===== src/rtl/mem_bus_router.sv =====
// mem_bus_router
//   Routes one master request at a time to one of NUM_PORTS slaves, chosen by
//   the address field addr[ADDR_WIDTH-1:SEL_LSB]. Unmapped or timed-out
//   requests are completed locally with an error response. The router keeps a
//   saturating error count and the address of the most recent error.
//
// Ports
//   clk, rst_n         clock, asynchronous active-low reset
//   s_valid_i          master request valid (held until s_ready_o)
//   s_ready_o          one-cycle completion pulse
//   s_addr_i           request address
//   s_wdata_i          write data
//   s_we_i             byte write enables, all-zero means read
//   s_rdata_o          read data, zero unless s_ready_o is high
//   s_err_o            error completion, qualifies s_ready_o
//   m_valid_o          per-slave valid, at most one bit high
//   m_ready_i          per-slave ready
//   m_addr_o           registered address, replicated on every slave slice
//   m_wdata_o          registered write data, replicated
//   m_we_o             registered byte enables, replicated
//   m_rdata_i          flattened slave read data
//   err_count_o        saturating count of error completions
//   last_err_addr_o    address of the most recent error completion
module mem_bus_router #(
  parameter int NUM_PORTS      = 4,
  parameter int ADDR_WIDTH     = 32,
  parameter int DATA_WIDTH     = 32,
  parameter int SEL_LSB        = 20,
  parameter int TIMEOUT_CYCLES = 255,
  parameter logic [DATA_WIDTH-1:0] ERR_RDATA = 32'hDEADBEEF
) (
  input  logic                                clk,
  input  logic                                rst_n,
  input  logic                                s_valid_i,
  output logic                                s_ready_o,
  input  logic [ADDR_WIDTH-1:0]               s_addr_i,
  input  logic [DATA_WIDTH-1:0]               s_wdata_i,
  input  logic [DATA_WIDTH/8-1:0]             s_we_i,
  output logic [DATA_WIDTH-1:0]               s_rdata_o,
  output logic                                s_err_o,
  output logic [NUM_PORTS-1:0]                m_valid_o,
  input  logic [NUM_PORTS-1:0]                m_ready_i,
  output logic [NUM_PORTS*ADDR_WIDTH-1:0]     m_addr_o,
  output logic [NUM_PORTS*DATA_WIDTH-1:0]     m_wdata_o,
  output logic [NUM_PORTS*DATA_WIDTH/8-1:0]   m_we_o,
  input  logic [NUM_PORTS*DATA_WIDTH-1:0]     m_rdata_i,
  output logic [7:0]                          err_count_o,
  output logic [ADDR_WIDTH-1:0]               last_err_addr_o
);

  localparam int BE_W  = DATA_WIDTH / 8;
  localparam int IDX_W = ADDR_WIDTH - SEL_LSB;
  // Comparison width wide enough to hold NUM_PORTS (up to 16) even when the
  // index field is narrow.
  localparam int CMP_W = (IDX_W > 6) ? IDX_W : 6;
  localparam int SEL_W = (NUM_PORTS > 1) ? $clog2(NUM_PORTS) : 1;
  // Counter only needs to reach TIMEOUT_CYCLES-1.
  localparam int CNT_W = (TIMEOUT_CYCLES > 1) ? $clog2(TIMEOUT_CYCLES) : 1;

  localparam logic [CMP_W-1:0] NP_CMP   = CMP_W'(NUM_PORTS);
  localparam logic [CNT_W-1:0] CNT_LAST = CNT_W'((TIMEOUT_CYCLES > 0) ? TIMEOUT_CYCLES - 1 : 0);

  typedef enum logic [1:0] {
    IDLE = 2'd0,
    BUSY = 2'd1,
    ERR  = 2'd2
  } state_t;

  state_t                 state, state_nxt;
  logic [ADDR_WIDTH-1:0]  req_addr;
  logic [DATA_WIDTH-1:0]  req_wdata;
  logic [BE_W-1:0]        req_we;
  logic [SEL_W-1:0]       sel;
  logic [CNT_W-1:0]       cnt;
  logic [7:0]             err_count;
  logic [ADDR_WIDTH-1:0]  last_err_addr;

  logic [IDX_W-1:0]       idx;
  logic                   idx_hit;
  logic                   sel_ready;
  logic                   timeout_hit;

  function automatic logic [7:0] sat_inc8(input logic [7:0] v);
    return (v == 8'hFF) ? v : v + 8'd1;
  endfunction

  assign idx         = s_addr_i[ADDR_WIDTH-1:SEL_LSB];
  assign idx_hit     = CMP_W'(idx) < NP_CMP;
  assign sel_ready   = m_ready_i[sel];
  assign timeout_hit = (TIMEOUT_CYCLES != 0) && (cnt == CNT_LAST);

  // ---- request capture (IDLE accept) ----
  always_ff @(posedge clk or negedge rst_n) begin
    if (!rst_n) begin
      req_addr  <= '0;
      req_wdata <= '0;
      req_we    <= '0;
      sel       <= '0;
    end else if (state == IDLE && s_valid_i) begin
      req_addr  <= s_addr_i;
      req_wdata <= s_wdata_i;
      req_we    <= s_we_i;
      if (idx_hit) begin
        sel <= idx[SEL_W-1:0];
      end
    end
  end

  // ---- control: state, timeout counter, error bookkeeping ----
  always_ff @(posedge clk or negedge rst_n) begin
    if (!rst_n) begin
      state         <= IDLE;
      cnt           <= '0;
      err_count     <= '0;
      last_err_addr <= '0;
    end else begin
      state <= state_nxt;
      // Counter runs only while the slave is being waited on; any exit from
      // BUSY leaves it cleared for the next transaction.
      if (state == BUSY && !sel_ready && !timeout_hit) begin
        cnt <= cnt + 1'b1;
      end else begin
        cnt <= '0;
      end
      if (state == ERR) begin
        err_count     <= sat_inc8(err_count);
        last_err_addr <= req_addr;
      end
    end
  end

  always_comb begin
    state_nxt = state;
    m_valid_o = '0;
    s_ready_o = 1'b0;
    s_err_o   = 1'b0;
    s_rdata_o = '0;
    case (state)
      IDLE: begin
        if (s_valid_i) begin
          state_nxt = idx_hit ? BUSY : ERR;
        end
      end
      BUSY: begin
        m_valid_o[sel] = 1'b1;
        // Ready in the timeout-boundary cycle takes priority over abort.
        if (sel_ready) begin
          s_ready_o = 1'b1;
          s_rdata_o = m_rdata_i[int'(sel)*DATA_WIDTH +: DATA_WIDTH];
          state_nxt = IDLE;
        end else if (timeout_hit) begin
          state_nxt = ERR;
        end
      end
      ERR: begin
        s_ready_o = 1'b1;
        s_err_o   = 1'b1;
        s_rdata_o = ERR_RDATA;
        state_nxt = IDLE;
      end
      default: state_nxt = IDLE;
    endcase
  end

  // ---- slave-side payload, shared by all slices ----
  assign m_addr_o        = {NUM_PORTS{req_addr}};
  assign m_wdata_o       = {NUM_PORTS{req_wdata}};
  assign m_we_o          = {NUM_PORTS{req_we}};
  assign err_count_o     = err_count;
  assign last_err_addr_o = last_err_addr;

endmodule


===== config.mk =====
export PLATFORM = sky130hd
export DESIGN_NAME = mem_bus_router
export DESIGN_NICKNAME = d
export VERILOG_FILES = /design/src/rtl/mem_bus_router.sv
export SDC_FILE = /design/constraint.sdc
export NUM_CORES = 1
export LEC_CHECK = 0
export CAP_MARGIN = 20
export CORE_AREA = 2 2 216 218
export DETAILED_ROUTE_END_ITERATION = 8
export DIE_AREA = 0 0 218 220
export SYNTH_ARGS = -nofsm -noshare
export SYNTH_HDL_FRONTEND = slang
export SYNTH_SLANG_ARGS = --single-unit

===== constraint.sdc =====
create_clock -name clk -period 2.42 [get_ports clk]
set_input_delay 0.726 -clock clk [delete_from_list [all_inputs] [get_ports clk]]
set_output_delay 0.726 -clock clk [all_outputs]
set_load 0.01 [all_outputs]

## Yosys cells after proc, flatten, opt, wreduce, memory -nomap -nowiden

Cells that the tools add are included.

- Register bits: 120
- Input port bits: 203
- Output and inout port bits: 350
- Logic and storage cells: 47

- $add $sub $neg: 2
- $lt $le $gt $ge: 3
- Equality and inequality tests: 6
- Shift-type cells: 1
- Mux-type cells: 16
- Bitwise logic cells: 1
- Reductions and logical operators: 10

Operator list:

| operator | number |
|---|---|
| variable part select 128 x 8 -> 32 bit | 1 |
| one-hot mux 32 bit (2 select lines) | 1 |
| two-way mux 32 bit | 1 |
| adder 8 x 1 -> 8 bit, second input constant | 2 |
| == test 8 bit, second input constant | 2 |
| less-than comparator 12 x 3 -> 1 bit, second input constant | 1 |
| two-way mux 2 bit | 4 |
| two-way mux 8 bit | 1 |
| AND reduction 2 bit | 3 |
| logical AND 1 bit | 4 |
| two-way mux 1 bit | 4 |
| two-way mux 4 bit | 1 |
| one-hot mux 2 bit (2 select lines) | 1 |
| less-than comparator 2 x 3 -> 1 bit, second input constant | 1 |
| != test 3 bit, second input constant | 1 |
| binary-select mux 1 bit (select 2 bit) | 1 |
| demux 1 bit (select 2 bit) | 1 |
| == test 2 x 1 -> 1 bit, second input constant | 1 |
| == test 2 bit, second input constant | 1 |
| >= comparator 2 x 1 -> 1 bit, second input constant | 1 |
| logical NOT 1 bit | 2 |
| logical NOT 2 bit | 1 |
| != test 2 bit, second input constant | 1 |
| one-hot mux 1 bit (2 select lines) | 1 |
| inverter 1 bit | 1 |

## Depth between registers and ports, before layout

Gate-level depths: netlist of the first run.

- Depth after elaboration: 6
- Depth in mapped cells: 7
- Mapped depth without buffers: 6

## Worst setup path after synthesis of the first run

No wires, ideal clock.

- Path type: input -> output
- From: input port m_ready_i[3]
- To: output port s_rdata_o[10]
- Data arrival time: 1.790 ns
- Data required time: 1.694 ns
- Slack: -0.096 ns
- Stages on the path: 6
- Buffers on the path: 2
- Cell sequence: mux4_2 nand3_2 and2_1 buf_4 buf_6 nor2_1

- Cells in the longest elaborated chain, start to end: 4

RTL lines:

| what | line | source |
|---|---|---|
| from (decl) | 42 | `input logic [NUM_PORTS-1:0] m_ready_i,` |
| binary-select mux 1 bit (select 2 bit) | 89 | `assign sel_ready = m_ready_i[sel];` |
| two-way mux 1 bit (implied by the code) | 89 |  |
| two-way mux 32 bit | 147 | `if (sel_ready) begin` |
| one-hot mux 32 bit (2 select lines) | 138 | `case (state)` |
| to (decl) | 39 | `output logic [DATA_WIDTH-1:0] s_rdata_o,` |

No other way between the ends. The select of a mux whose other input is x is not followed.

## Worst setup path in the final report of the first run

- From: register sel[0]
- To: output port s_rdata_o[23]

- Cells in the longest elaborated chain, start to end: 4
- Elaborated cells on any way between the ends: 5
- Those cells by class: shift (1); mux (4)

RTL lines:

| what | line | source |
|---|---|---|
| from (decl) | 73 | `logic [SEL_W-1:0] sel;` |
| from (signal assigned) | 104 | `sel <= idx[SEL_W-1:0];` |
| parallel branches: the longest is 2 deep, another holds variable part select 128 x 8 -> 32 bit | n/a |  |
| two-way mux 32 bit * | 147 |  |
| one-hot mux 32 bit (2 select lines) * | 138 |  |

Every way passes the cells marked *. The select of a mux whose other input is x is not followed.

==> results.yml, run 1 <==
status:
  status: "finished with violations"
  failed_checks: "negative setup slack"
floorplanning:
  chipWidth_um: 218
  ios: 553
  dieArea_sq_um: 47960
  coreArea_sq_um: 45860
  initial_core_util: 0.1593
  num_rows: 79
  die_y_um: 220
global_routing:
  overflow: 0
  grt.busiest_layer: "met2"
  grt_start_max_net_pins: 48
  grt_pass1_vias: 6203
  grt_pass1_wl_um: 38580
  grt.total_usage: 0.1105
  grt_antenna_before_repair: 3
  use_met3: 0.02843
  gr-usage-met2: 0.2055
  met1_usage: 0.1161
sta:
  timing.slew.headroom: 0.6589
  fmax_ghz: 0.3481
  layout_setup_ws_ps: -452.6
  fin_tns_setup_ps: -13790
  finalSetupViolCount: 37
  min_period_ps: 2873
  period_share: 1.187
  rsz0062_at_grt: "true"
  tightestPinTransition_ps: 511.7
  fin_skew_ps: 26.27
  hold_viol: 0
  drv_slew: 0
logic_synthesis:
  yosys.area.top_type_share: 0.4109
  synth_seq_cells: 120
  ys_warn_count: 0
  synth_edf_count: 0
  syn-num-nets: 831
  synth_ff_type: "dfrtp_1"
  yosysTopAreaCell: "dfrtp_1"
  synth_cell_type_count: 33
  synth.most_common_cell: "buf_4"
  syn_avg_cell_area_sq_um: 11.75
  netlist_top_cells_count: "buf_4, dfrtp_1, mux2_2, nor2_1, mux4_2"
  syn_area_sq_um: 7308
  ys_seq_area_frac: 0.4109
  async_reset_ff_frac: 1.000
  synth_cells: 622
  synth_area_leaders: "dfrtp_1, buf_4, mux2_2"
drt:
  drt-total-wl_um: 27360
  firstDrtPassIters: 4
  wire_per_inst_um: 16.50
  via_per_inst: 3.667
  drc: 0
  vias: 6080
  drtIter0Drc: 184
  antenna_left: 0
critical_path:
  startpoint_type: "register"
  critical_path_arrival_ps: 2150
  worstSetupEndpointType: "primary output"
  cp.required_ps: 1690
  worstSetupPathType: "reg2out"
  crit_fanout: 7
finish:
  drive_gt1_frac: 0.3111
  antenna_cells: 0
  area_growth_syn_to_layout_pct: 84.13
  fin_nets: 1248
  finalNonFillerCells: 1658
clocking:
  clock-sinks: 120
  clk_latency_ps: 450
  clockBufferDepth: 2
  root_buffer: "clkbuf_16"
  cts_tree: "built"
  numCtsBuffers: 17
  path_clk_slew_ps: 60
  htree_levels: 4
pwr:
  power_density_nw_per_um2: 1249
  ir_drop_mv: 0.5958
  power_mw: 16.80
  p_leak_nw: 5.359
min_path:
  hold_path.class: "in2async"
job:
  cap_violations: 0
placement:
  dpl.cell_count: 1608
  numPortBuffers: 552
  place_hpwl_um: 21630
  gp_congestion: 0.7657
  pre_cts_slack_ps: -1018
==> where the power goes <==
group	total [mW]	switching (mW)	internal, mW
Clock	2.48	0.929	1.55
Sequential	4.10	1.15	2.95
Combinational	10.2	3.85	6.38
==> placed cells by master (no fill, tap or decap), types with 3 or more instances in the layout <==
cell type        netlist  routed
xor2_1                 7       7
clkdlybuf4s50_1        0     509
nand2_1                6       5
o21ai_2                1       3
ha_1                   6       4
nor2b_1                7       5
buf_8                  0       3
buf_4                208      49
nand4_1                4       4
buf_2                  6      22
a21oi_1                5       5
dfrtp_2                0       3
buf_6                  2      24
nand3_1                6       6
nor2_4                 0      14
clkbuf_16              0      20
dfrtp_1              120     117
clkinv_2               0       5
dlygate4sd2_1          0       4
o21ai_1                0       4
clkbuf_1               4       3
nor2_1                51      23
mux2_2               104     104
buf_12                 0      10
inv_1                 15      11
mux4_2                33      33
and3_1                 4       3
nor2_2                 0      14
==> sequential cells by signal (all words and copies together), names as in the netlist <==
name / count
cnt: 8
state: 2
req_wdata: 32
req_we: 4
req_addr: 32
sel: 2
err_count_o: 8
last_err_addr_o: 32
==> timing repair <==
action                     CTS  global route
pin swaps                   14            11
hold buffers                 0             0
gates cloned                 2             3
setup buffers               15             5
resized for setup          204            50
setup endpoints to repair   42            38
==> metal layers <==
layer,up-vias,routed length [um]
met2,349,14670
met4,4,782
met5,-,21
li1,2750,-
met1,2944,9834
met3,33,2054
==> stage by stage <==
stage	utilization	hold slack, ps	area (sq um)
after floorplan	-	430.4	7315
after global placement	0.2719	490.2	12470
after detailed placement	0.2719	495.5	12470
after CTS	0.2885	225.8	13230
after global routing	0.2934	250.4	13460
final	0.2934	231.1	13460
==> final timing paths <==
kind                       slack, ps                 from             endpoint  cells past startpoint
max                             -450               sel[0]        s_rdata_o[23]                      6
min                              230                rst_n        req_wdata[30]                      1
max reg2reg                      180             state[0]       err_count_o[6]                     11
min reg2reg                      500  last_err_addr_o[16]  last_err_addr_o[16]                      1
max in group asynchronous       1570                rst_n         req_addr[19]                      2
min in group clk                 500  last_err_addr_o[16]  last_err_addr_o[16]                      1
==> final cells by class <==
type	count	area, sq um
clock buffers	22	464.2
fillers	4760	32410
inverters	15	61.31
flip-flops and latches	120	3007
well taps	607	759.5
multi-input cells	258	2806
repair buffers	627	6259
clock inverters	9	100.1
==> kinds of logic after synthesis <==
logic type                 count (synthesis)  synth area share
buffers and inverters                    244            0.2352
muxes                                    137            0.2619
adders and majority gates                  6           0.01027
xor gates and xnor gates                   9           0.01079
AOI/OAI and AO/OA                         17           0.01387
and+or+nand+nor                           89           0.05701
DFF                                      120            0.4109
==> worst max-delay path, stage by stage (launching register included) <==
cell and delay [ps]:
dfrtp_2 460, mux4_2 580, nand3_4 110, buf_4 180, o21ai_1 90, buf_4 140
buf_2 130
Power figures use the tool's default switching activity.
==> run 2: changes to the inputs <==
CAP_MARGIN = 10   (was 20)
==> results of run 2 <==
The final DEF is identical to that of run 1; final timing and power are the same.
